[config.mk]
export PLATFORM = sky130hd
export DESIGN_NAME = io_bridge
export DESIGN_NICKNAME = d
export VERILOG_FILES = /design/src/rtl/io_bridge_pkg.sv /design/src/rtl/io_bridge_fifo.sv /design/src/rtl/io_bridge.sv
export SDC_FILE = /design/constraint.sdc
export NUM_CORES = 1
export LEC_CHECK = 0
export BUFFER_PORTS_ARGS = -buffer_cell sky130_fd_sc_hd__buf_4
export CORE_ASPECT_RATIO = 0.5
export CORE_MARGIN = 10
export CORE_UTILIZATION = 50
export CTS_CLUSTER_SIZE = 10
export DETAILED_ROUTE_END_ITERATION = 7
export GPL_TIMING_DRIVEN = 0
export PLACE_DENSITY_LB_ADDON = 0.1
export SYNTH_ARGS = -nofsm -noshare
export SYNTH_HDL_FRONTEND = slang
export SYNTH_SLANG_ARGS = --single-unit
[constraint.sdc]
create_clock -name clk -period 5.41 [get_ports clk]
set_input_delay 0.2705 -clock clk [delete_from_list [all_inputs] [get_ports clk]]
set_output_delay 0.2705 -clock clk [all_outputs]
set_load 0.005 [all_outputs]
[src/rtl/io_bridge_pkg.sv]
// Shared sizing helpers for the I/O port bridge and its output FIFO.
package io_bridge_pkg;

    localparam int NUBITS_DEF = 16;
    localparam int NBIOIN_DEF = 2;
    localparam int NBIOOU_DEF = 2;
    localparam int ODEPTH_DEF = 4;

    // Output FIFO entries carry the port tag above the data word.
    function automatic int entry_width(input int nbioou, input int nubits);
        return nbioou + nubits;
    endfunction

    function automatic int fresh_width(input int nbioin);
        return 1 << nbioin;
    endfunction

endpackage

[src/rtl/io_bridge_fifo.sv]
// Synchronous FIFO with count/full/empty and a registered head entry.
// A push is accepted while full if a pop frees a slot in the same cycle.
module io_bridge_fifo #(
    parameter int WIDTH = 18,
    parameter int DEPTH = 4,
    localparam int CW   = $clog2(DEPTH + 1)
) (
    input  logic             clk,
    input  logic             rst,
    input  logic             push_i,
    input  logic [WIDTH-1:0] push_data_i,
    input  logic             pop_i,
    output logic [WIDTH-1:0] head_o,
    output logic [CW-1:0]    count_o,
    output logic             full_o,
    output logic             empty_o
);

    localparam int PW = $clog2(DEPTH);

    logic [WIDTH-1:0] mem_q [DEPTH];
    logic [PW-1:0]    rd_ptr_q, rd_ptr_d;
    logic [PW-1:0]    wr_ptr_q, wr_ptr_d;
    logic [CW-1:0]    count_q, count_d;
    logic [WIDTH-1:0] head_q, head_d;
    logic             do_push, do_pop;

    assign full_o  = (count_q == CW'(DEPTH));
    assign empty_o = (count_q == '0);
    assign do_pop  = pop_i && !empty_o;
    assign do_push = push_i && (!full_o || do_pop);
    assign head_o  = head_q;
    assign count_o = count_q;

    // The head is precomputed from next-state pointers so it can be a register.
    always_comb begin
        rd_ptr_d = rd_ptr_q;
        wr_ptr_d = wr_ptr_q;
        count_d  = count_q;
        if (do_pop)  rd_ptr_d = rd_ptr_q + 1'b1;
        if (do_push) wr_ptr_d = wr_ptr_q + 1'b1;
        case ({do_push, do_pop})
            2'b10:   count_d = count_q + 1'b1;
            2'b01:   count_d = count_q - 1'b1;
            default: count_d = count_q;
        endcase
        if (count_d == '0)
            head_d = '0;
        else if (do_push && (wr_ptr_q == rd_ptr_d))
            head_d = push_data_i;
        else
            head_d = mem_q[rd_ptr_d];
    end

    always_ff @(posedge clk or posedge rst) begin
        if (rst) begin
            rd_ptr_q <= '0;
            wr_ptr_q <= '0;
            count_q  <= '0;
            head_q   <= '0;
        end else begin
            rd_ptr_q <= rd_ptr_d;
            wr_ptr_q <= wr_ptr_d;
            count_q  <= count_d;
            head_q   <= head_d;
        end
    end

    always_ff @(posedge clk) begin
        if (do_push) mem_q[wr_ptr_q] <= push_data_i;
    end

endmodule

[src/rtl/io_bridge.sv]
// Processor I/O port responder: OUT writes drain through a FIFO, INN reads hit holding registers.
// Optional interrupt pulse on each accepted inbound word when IO_BRIDGE_ITR_EN is defined.
module io_bridge
    import io_bridge_pkg::*;
#(
    parameter int NUBITS  = NUBITS_DEF,
    parameter int NBIOIN  = NBIOIN_DEF,
    parameter int NBIOOU  = NBIOOU_DEF,
    parameter int ODEPTH  = ODEPTH_DEF,
    localparam int NPORT  = fresh_width(NBIOIN)
) (
    input  logic              clk,
    input  logic              rst,
    input  logic [NUBITS-1:0] io_out,
    input  logic [NBIOOU-1:0] addr_out,
    input  logic              out_en,
    output logic [NUBITS-1:0] io_in,
    input  logic [NBIOIN-1:0] addr_in,
    input  logic              req_in,
    output logic [NUBITS-1:0] m_data,
    output logic [NBIOOU-1:0] m_addr,
    output logic              m_valid,
    input  logic              m_ready,
    input  logic [NUBITS-1:0] s_data,
    input  logic [NBIOIN-1:0] s_addr,
    input  logic              s_valid,
    output logic              s_ready,
    output logic [NPORT-1:0]  fresh,
    output logic              ovf,
    output logic              itr
);

    localparam int EW = entry_width(NBIOOU, NUBITS);
    localparam int CW = $clog2(ODEPTH + 1);

    logic [EW-1:0]     fifo_head;
    logic [CW-1:0]     fifo_count;
    logic              fifo_full, fifo_empty, fifo_pop, fifo_drop;
    logic              ovf_q;
    logic [NUBITS-1:0] hold_q [NPORT];
    logic [NUBITS-1:0] hold_d [NPORT];
    logic [NPORT-1:0]  fresh_q, fresh_d;
    logic              s_fire;

    io_bridge_fifo #(
        .WIDTH (EW),
        .DEPTH (ODEPTH)
    ) u_fifo (
        .clk         (clk),
        .rst         (rst),
        .push_i      (out_en),
        .push_data_i ({addr_out, io_out}),
        .pop_i       (fifo_pop),
        .head_o      (fifo_head),
        .count_o     (fifo_count),
        .full_o      (fifo_full),
        .empty_o     (fifo_empty)
    );

    assign fifo_pop          = m_ready && !fifo_empty;
    assign fifo_drop         = out_en && fifo_full && !fifo_pop;
    assign m_valid           = (fifo_count != '0);
    assign {m_addr, m_data}  = fifo_head;
    assign ovf               = ovf_q;

    always_ff @(posedge clk or posedge rst) begin
        if (rst)            ovf_q <= 1'b0;
        else if (fifo_drop) ovf_q <= 1'b1;
    end

    // A pending read of the same port frees its slot, so the producer need not stall.
    assign s_ready = !fresh_q[s_addr] || (req_in && (addr_in == s_addr));
    assign s_fire  = s_valid && s_ready;
    assign io_in   = hold_q[addr_in];
    assign fresh   = fresh_q;

    always_comb begin
        hold_d  = hold_q;
        fresh_d = fresh_q;
        if (req_in) fresh_d[addr_in] = 1'b0;
        if (s_fire) begin
            hold_d[s_addr]  = s_data;
            fresh_d[s_addr] = 1'b1;
        end
    end

    always_ff @(posedge clk or posedge rst) begin
        if (rst) begin
            hold_q  <= '{default: '0};
            fresh_q <= '0;
        end else begin
            hold_q  <= hold_d;
            fresh_q <= fresh_d;
        end
    end

`ifdef IO_BRIDGE_ITR_EN
    logic itr_q;

    always_ff @(posedge clk or posedge rst) begin
        if (rst) itr_q <= 1'b0;
        else     itr_q <= s_fire;
    end

    assign itr = itr_q;
`else
    assign itr = 1'b0;
`endif

endmodule

==> Word-level counts from Yosys, hierarchy flattened <==
Memories as Yosys holds them, arrays and structs flattened.
Index checks and enable logic that the tools add are counted.
{ "totals": {"in_bits": 44, "n_memories": 1, "elab_cells": 72, "out_inout_bits": 42, "mem_bits_rw": 72, "reg_bits": 94} }
{ "op_classes": {"reduce_logical": 20, "bitwise_logic": 5, "magnitude_cmp": 7, "n_addsub": 4, "n_eq_ne": 5, "mux": 20} }
{ "memory_table": {"columns": ["memory", "words", "word_bits", "rd", "rd_ports_with_merged_regs", "wr", "line", "source"], "rows": [
  ["u_fifo.mem_q", 4, 18, 1, 0, 1, "io_bridge_fifo.sv:21", "logic [WIDTH-1:0] mem_q [DEPTH];"]
]} }
{ "op_table": {"columns": ["cell", "n"], "rows": [
  ["$bwmux 64", 1],
  ["$mux 16", 3],
  ["$mux 18", 2],
  ["$bmux 16 s2", 1],
  ["$demux 16 s2", 1],
  ["$logic_and 1x1->1", 11],
  ["$mux 4", 2],
  ["$ge 3x3->1 const B", 2],
  ["$logic_not 3->1", 2],
  ["$lt 2x3->1 const B", 2],
  ["$not 2->3", 2],
  ["$pmux 3 s2", 1],
  ["$mux 1", 5],
  ["$add 2x1->2 const B", 2],
  ["$and 4x4->4", 1],
  ["$demux 1 s2", 2],
  ["$eq 2x2->1", 2],
  ["$ge 2x1->1 const B", 2],
  ["$logic_not 1->1", 4],
  ["$not 4->4", 1],
  ["$or 4x4->4", 1],
  ["$add 3x1->3 const B", 1],
  ["$eq 3x3->1 const B", 1],
  ["$lt 3x1->1 const B", 1],
  ["7 further kinds", 8]
]} }

==> Logic depth before layout (Yosys ltp) <==
Gate-level depths: netlist (run 1).
{ "depth": {"depth_word": 10, "depth_mapped": 12, "depth_no_buf": 8} }

==> By module <==
A second synthesis (run 1) with hierarchy kept.
{ "unflattened": {"cells_unflattened": 598, "area_unflattened_um2": 7841.3} }
{ "by_module_without_submodules": {"columns": ["module", "seq_area_each_um2", "cells_each", "area_per_inst_um2", "n_inst"], "rows": [
  ["io_bridge_fifo", 2787.7, 408, 4704.5, 1],
  ["io_bridge", 1726.7, 190, 3136.8, 1]
]} }

==> Worst setup path before layout (run 1) <==
No wires, ideal clock.
{ "synth_timing": {"path_type": "reg-to-reg", "startpoint": "register u_fifo.count_q[2], in the netlist u_fifo.count_o[2]", "endpoint": "register u_fifo.head_q[0], in the netlist u_fifo.head_o[0]", "arrival_time_ps": 3007, "stages_incl_launch_ff": 13, "t_required_ps": 5274, "path_buffers": 4, "period_less_slack_ps": 3144, "setup_time_ps": 136, "setup_slack_ps": 2266, "cell_sequence": "dfrtp_1 > clkbuf_1 > o31a_1 > buf_2 > buf_1 > nand2b_1 > fa_1 > or3b_2 > o22ai_1 > a221o_1 > nor3_2 > clkbuf_1 > a21oi_1"} }
{ "synth_between": {"elab_chain_cells": 10, "word_cells_on_any_way": 20, "cone_classes": "add/sub: 2; eq/ne: 4; mux: 4; reduce/logical: 9; memory: 1"} }
{ "synth_rtl": {"columns": ["item", "line", "source"], "rows": [
  ["from (decl)", "io_bridge_fifo.sv:24", "logic [CW-1:0] count_q, count_d;"],
  ["from (signal assigned)", "io_bridge_fifo.sv:64", "count_q <= count_d;"],
  ["$logic_not 3->1", "io_bridge_fifo.sv:29", "assign empty_o = (count_q == '0);"],
  ["$logic_not 1->1", "io_bridge_fifo.sv:30, io_bridge.sv:60", null],
  ["$logic_and 1x1->1", "io_bridge.sv:60", "assign fifo_pop = m_ready && !fifo_empty;"],
  ["$logic_and 1x1->1", "io_bridge_fifo.sv:30", "assign do_pop = pop_i && !empty_o;"],
  ["$logic_or 1x1->1", "io_bridge_fifo.sv:31", "assign do_push = push_i && (!full_o || do_pop);"],
  ["$logic_and 1x1->1", "io_bridge_fifo.sv:31", null],
  ["$eq 2x1->1 / $eq 2x2->1 (equally long branches)", "io_bridge_fifo.sv:42", "case ({do_push, do_pop})"],
  ["$pmux 3 s2 (*)", "io_bridge_fifo.sv:42", null],
  ["net u_fifo.count_d[2]", "io_bridge_fifo.sv:24", null],
  ["$logic_not 3->1 (*)", "io_bridge_fifo.sv:47", "if (count_d == '0)"],
  ["$mux 18 (*)", "io_bridge_fifo.sv:47", null],
  ["net u_fifo.head_d[0]", "io_bridge_fifo.sv:25", "logic [WIDTH-1:0] head_q, head_d;"],
  ["to (signal assigned)", "io_bridge_fifo.sv:60", "head_q <= '0;"],
  ["to (signal assigned)", "io_bridge_fifo.sv:65", "head_q <= head_d;"],
  ["to (decl)", "io_bridge_fifo.sv:25", null]
]} }
Mark *: on every way through the listed nets, which the timed path passes. The rest lies on a longest branch.
A chain may end at the register's enable or synchronous reset.

==> Worst setup path after layout (run 1) <==
{ "layout_timing": {"startpoint": "register u_fifo.count_q[2], in the netlist u_fifo.count_o[2]", "endpoint": "register u_fifo.head_q[1], in the netlist u_fifo.head_o[1]"} }
Same word-level chain as after synthesis.

==> results of run 1 <==
through the flow:
stage	setup slack (ns)	cells	hold slack (ns)	utilization, %	cell area, sq um
floorplan	2.266	561	0.3694	-	7645
CTS	1.163	876	0.02751	62.13	9134
detailed placement	1.163	843	0.3725	58.13	8546
global route	0.8411	876	0.02895	62.13	9134
global placement	1.228	842	0.4420	57.93	8516
finish	1.160	876	0.04529	62.13	9134
repair_timing:
action,CTS,global route
endpoints found under the hold margin,37,0
buffers inserted,0,0
endpoints found under the setup margin,0,0
hold buffers,1,0
sequential cells by signal, summed over array words and instances, names as in the netlist:
register and cells:
ovf 1, u_fifo.rd_ptr_q 2, u_fifo.head_o 18, u_fifo.mem_q 72, fresh 4, u_fifo.wr_ptr_q 2
hold_q 64, u_fifo.count_o 3
power by group:
| group | leakage (uW) | internal [uW] | switching (uW) | total (uW) |
|---|---|---|---|---|
| Clock | 0.000283 | 617 | 557 | 1170 |
| Combinational | 0.00151 | 886 | 999 | 1890 |
| Sequential | 0.00178 | 1710 | 149 | 1860 |
| Total | 0.00358 | 3210 | 1700 | 4920 |
worst reg2reg max path, cell delays in order, from the launching register on:
cell and delay, ns:
dfrtp_1 0.33, clkbuf_1 0.28, o31a_1 0.29, buf_2 0.26, buf_1 0.43, nand2b_1 0.13, fa_1 0.46, or3b_2 0.23
o22ai_1 0.06, a221o_1 0.32, nor3_2 0.60, clkbuf_1 0.55, a21oi_1 0.15
logic make-up after synthesis:
family | Yosys count | synth area share (%)
buf+inv | 56 | 3.371
compound gates | 92 | 9.362
fa+ha+maj | 5 | 0.9166
other cells | 1 | 0.04905
flops | 166 | 59.05
mux | 99 | 17.07
simple gates | 134 | 9.264
xor+xnor | 8 | 0.9166
metal layers:
layer / share of wire, % / vias to the layer above
met2: 46 / 193
li1: - / 2346
met4: 1.4 / 0
met3: 6.0 / 31
met1: 46 / 2574
met5: 0 / -
Yosys cell counts (18+ instances only):
| cell | number |
|---|---|
| dfrtp_1 | 94 |
| nor2_1 | 19 |
| nor3_1 | 18 |
| buf_2 | 20 |
| mux2_2 | 81 |
| o31ai_1 | 18 |
| a21oi_1 | 20 |
| a221o_1 | 18 |
| nand2_1 | 36 |
| edfxtp_1 | 72 |
| nand3b_1 | 20 |
cell type report:
| type | instances | area (sq um) |
|---|---|---|
| Buffer | 47 | 224.0 |
| Clock inverter | 15 | 152.6 |
| Fill cell | 1129 | 5567 |
| Clock buffer | 17 | 425.4 |
| Tap cell | 198 | 247.7 |
| Timing Repair Buffer | 85 | 660.6 |
| Sequential cell | 166 | 4514 |
| Multi-Input combinational cell | 339 | 2873 |
| Inverter | 9 | 36.28 |
path summary, 6_finish.rpt:
kind                                   start                  end  slack, ns  depth (start not counted)
max                        u_fifo.count_o[2]     u_fifo.head_o[1]       1.16                         12
min in group asynchronous                rst     u_fifo.head_o[0]       0.45                          3
min                               io_out[13]  u_fifo.mem_q[0][13]       0.05                          1
max reg2reg                u_fifo.count_o[2]     u_fifo.head_o[1]       1.16                         12
min reg2reg                              ovf                  ovf       0.46                          1
max in group asynchronous                rst           hold_q[53]       4.28                          4
==> results.cfg, run 1 <==
[route]
vias = 5144
drc = 0
drt_iter0_drc = 352
wl_microns = 17830
postRouteAntennaNets = 0
routed_via_density = 5.872
dr.pass1.iters = 5
routedWlPerCell_microns = 20.35

[worst_setup_path]
crit_chain = clkbuf_1, o31a_1, buf_2, buf_1, nand2b_1, fa_1, or3b_2, o22ai_1, a221o_1, nor3_2, clkbuf_1, a21oi_1
crit_fanout = 10
crit_path_frequent_cell = clkbuf_1
start_kind = flip-flop
critPathTopFamily = buffers and inverters
crit_path_max_incr_delay_ns = 0.60
cp.arrival_ns = 4.53
crit_path_top_delay_cell = nor3_2
cp.required_ns = 5.69
path_buf_inv = 4
end_kind = flip-flop
critical_path_class = flip-flop to flip-flop

[logic_synthesis]
synth_area_sq_mm = 0.007645
synth_area_leaders = dfrtp_1 (31%), edfxtp_1 (28%), mux2_2 (12%)
seq_area_frac_synth_pct = 59.05
yosys_register_bits = 166
synth-edff-count = 72
synth.top_cell.area_share_pct = 30.77
synth_top_cell_by_area = dfrtp_1
synth_flop_cell = dfrtp_1
yosys.cell_types.count = 47
synthArstFlopShare_pct = 56.63
yosys_warnings = 0
syn_avg_cell_area_sq_um = 13.63
synthCells = 561
syn_nets = 610

[finish]
n_antenna_cell = 0
layout.nets = 714
area.growth.synth_to_final_pct = 19.48
drive_above_1_share_pct = 35.99
mostFrequentLayoutCell = dfrtp_1
final_cell_mix = dfrtp_1 (94), buf_4 (85), mux2_2 (81), edfxtp_1 (72), nand2_1 (36)

[grt]
grtUsageMet2_pct = 27.74
gr-usage-all-layers_pct = 17.36
grt_max_degree = 58
antenna_found_initial = 0
grt_pass1_wl_microns = 28840
use_met1_pct = 22.54
grt_pass1_vias = 5401
overflow = 0
top_usage_layer = met2
use_met3_pct = 4.695

[clock_tree]
insertion_delay_ns = 0.43
cts_resized = 0
clk_path_buf_depth = 2
cts.clk_slew.worst_paths_ns = 0.08
cts_root_buf = clkbuf_16
cts_sinks = 166
cts_tree = done
cts_buffers = 17
h-tree-depth = 4

[sta]
slew-limit-headroom_pct = 23.82
worst_pin_slew_ns = 1.143
drv_slew = 0
setup_violations = 0
fin_tns_setup_ns = 0
min_period_ns = 4.250
hold_viol = 0
finalCritPeriodShare_pct = 78.55
fmax_ghz = 0.2353
finClkSkew_ns = 0.01001
rsz0062_at_grt = no

[run_status]
outcome = finished clean

[pwr]
p_leak_uw = 0.003577
power.total_uw = 4919
vdd_drop_max_uv = 258.8
power.density_mw_per_mm2 = 538.5

[placement]
dp.final_hpwl_microns = 11790
place.gp.congestion = 0.8363
port_buffers = 83

[floorplanning]
start_util_pct = 52.00
coreArea_sq_mm = 0.01470
fp.dieH_microns = 107.4
rows = 31
die_w_microns = 194.9
dieArea_sq_mm = 0.02094
io_pins = 86

[min_path]
hold_path.class = input pin to flip-flop

[job]
cap_violations = 0
No activity file was read; power rests on OpenSTA's default activity.
==> run 2: changes to the inputs <==
- clock period: 5.41 -> 3.62 ns (I/O delays scaled with it)
==> results.cfg, run 2 (same netlist as run 1, synthesis figures left out) <==
[grt]
gr-usage-all-layers_pct = 17.59
overflow = 0
grt_pass1_vias = 5481
grt_max_degree = 58
grt_pass1_wl_microns = 29230
antenna_found_initial = 1

[finish]
area.growth.synth_to_final_pct = 23.32
seqCellArea_sq_mm = 0.004514
largest-register = u_fifo.mem_q
multi_input_area_sq_mm = 0.002879
layout.nets = 742
drive_above_1_share_pct = 34.84
finalCoreUtilization_pct = 64.13
final_cell_mix = dfrtp_1 (94), buf_4 (86), mux2_2 (81), edfxtp_1 (72), nand2_1 (36)
largest_register_ffs = 72
mostFrequentLayoutCell = dfrtp_1
nFillCells = 1094

[route]
dr.pass1.iters = 5
routed_via_density = 5.791
drt_iter0_drc = 344
drc = 0
postRouteAntennaNets = 0
routedWlPerCell_microns = 20.04
wl_microns = 18130
vias = 5241

[sta]
hold_viol = 0
setup_violations = 0
min_period_ns = 3.323
drv_slew = 0
slew-limit-headroom_pct = 23.13
worst_pin_slew_ns = 1.153
finClkSkew_ns = 0.01045
fmax_ghz = 0.3009
setup_slack_ns = 0.2967
rsz0062_at_grt = no
finalCritPeriodShare_pct = 91.81

[worst_setup_path]
cp-startpoint = u_fifo.count_o[2]
rr_worst_depth = 11
ff2ff_setup_slack_ns = 0.30
r2r-end = u_fifo.head_o[1]
r2r-start = u_fifo.count_o[2]
start_kind = flip-flop
cp.required_ns = 3.93
crit_fanout = 19
cp.arrival_ns = 3.63
critical_path_class = flip-flop to flip-flop
end_kind = flip-flop
crit_path_end = u_fifo.head_o[1]

[placement]
place.gp.congestion = 0.8363
place_ws_ns = -0.6274
dp.final_hpwl_microns = 11790
port_buffers = 83

[clock_tree]
clk_path_buf_depth = 2
h-tree-depth = 4
cts.clk_slew.worst_paths_ns = 0.08
cts_root_buf = clkbuf_16
cts_buffers = 17
cts_sinks = 166
cts_tree = done
insertion_delay_ns = 0.43

[floorplanning]
die_w_microns = 194.9
dieArea_sq_mm = 0.02094
start_util_pct = 52.00
rows = 31
io_pins = 86
fp.dieH_microns = 107.4
coreArea_sq_mm = 0.01470

[pwr]
vdd_drop_max_uv = 388.7
p_leak_uw = 0.003703
power.density_mw_per_mm2 = 785.2

[min_path]
worstHoldStart = s_data[0]
hold_path.class = input pin to flip-flop

[job]
cap_violations = 0

[run_status]
outcome = finished clean
## run 2: cell type report
type                    instances  share of cell area [%]
flip-flops and latches        166                   47.88
multi-input cells             339                   30.54
repair buffers                114                   10.06
clock buffers                  17                   4.512
well taps                     198                   2.628
plain buffers                  46                   2.349
clock inverters                15                   1.619
inverters                       9                  0.3849
diodes                          1                 0.02654
## run 2: how the worst min path moves through the flow
stage | end | slack, ns | cells after the start
2_1_floorplan | u_fifo.mem_q[0][0] | 0.28 | 0
3_3_place_gp | u_fifo.mem_q[1][7] | 0.39 | 1
3_5_place_dp | u_fifo.head_o[0] | 0.28 | 2
4_1_cts | hold_q[22] | 0.002 | 2
5_1_grt | hold_q[5] | 0.002 | 2
6_report | hold_q[48] | 0.02 | 2
## run 2: per-layer routing
| metal | part of all wire, % | global-route usage [%] | vias to the layer above |
|---|---|---|---|
| met1 | 46 | 22.76 | 2632 |
| met4 | 1.2 | 6.284 | 0 |
| met3 | 6.2 | 4.695 | 24 |
| li1 | - | - | 2403 |
| met2 | 47 | 28.18 | 182 |
| met5 | 0 | 0 | - |
## run 2: timing repair
action	4_1_cts	5_1_grt
endpoints found under the setup margin	17	10
gates resized for setup	2	0
hold buffers	28	1
buffers inserted	0	1
gates cloned	0	0
pin swaps	0	1
hold endpoints to repair	136	1
## run 2: critical path: stages (launching register included)
cell and delay [ns]:
dfrtp_1 0.33, clkbuf_1 0.28, o31a_1 0.30, buf_2 0.40, nand2b_1 0.12, fa_1 0.46, or3b_2 0.23, o22ai_1 0.06
a221o_1 0.35, nor3_4 0.24, clkbuf_2 0.33, a21oi_1 0.11
## run 2: through the flow
step	cells	TNS [ns]	power (uW)	hold WS (ns)	instance area, sq um
6_report	905	0	7403	0.01661	9428
5_1_grt	905	0	7847	0.001935	9428
4_1_cts	902	0	7425	0.002288	9408
3_5_place_dp	843	-5.945	5614	0.2830	8546
3_3_place_gp	842	-36.84	5552	0.3925	8516
2_1_floorplan	561	0	4624	0.2799	7645
## run 2: report_power, final
part / internal (uW) / switching, uW
clock: 922 / 833
combinational: 1360 / 1510
sequential: 2560 / 223
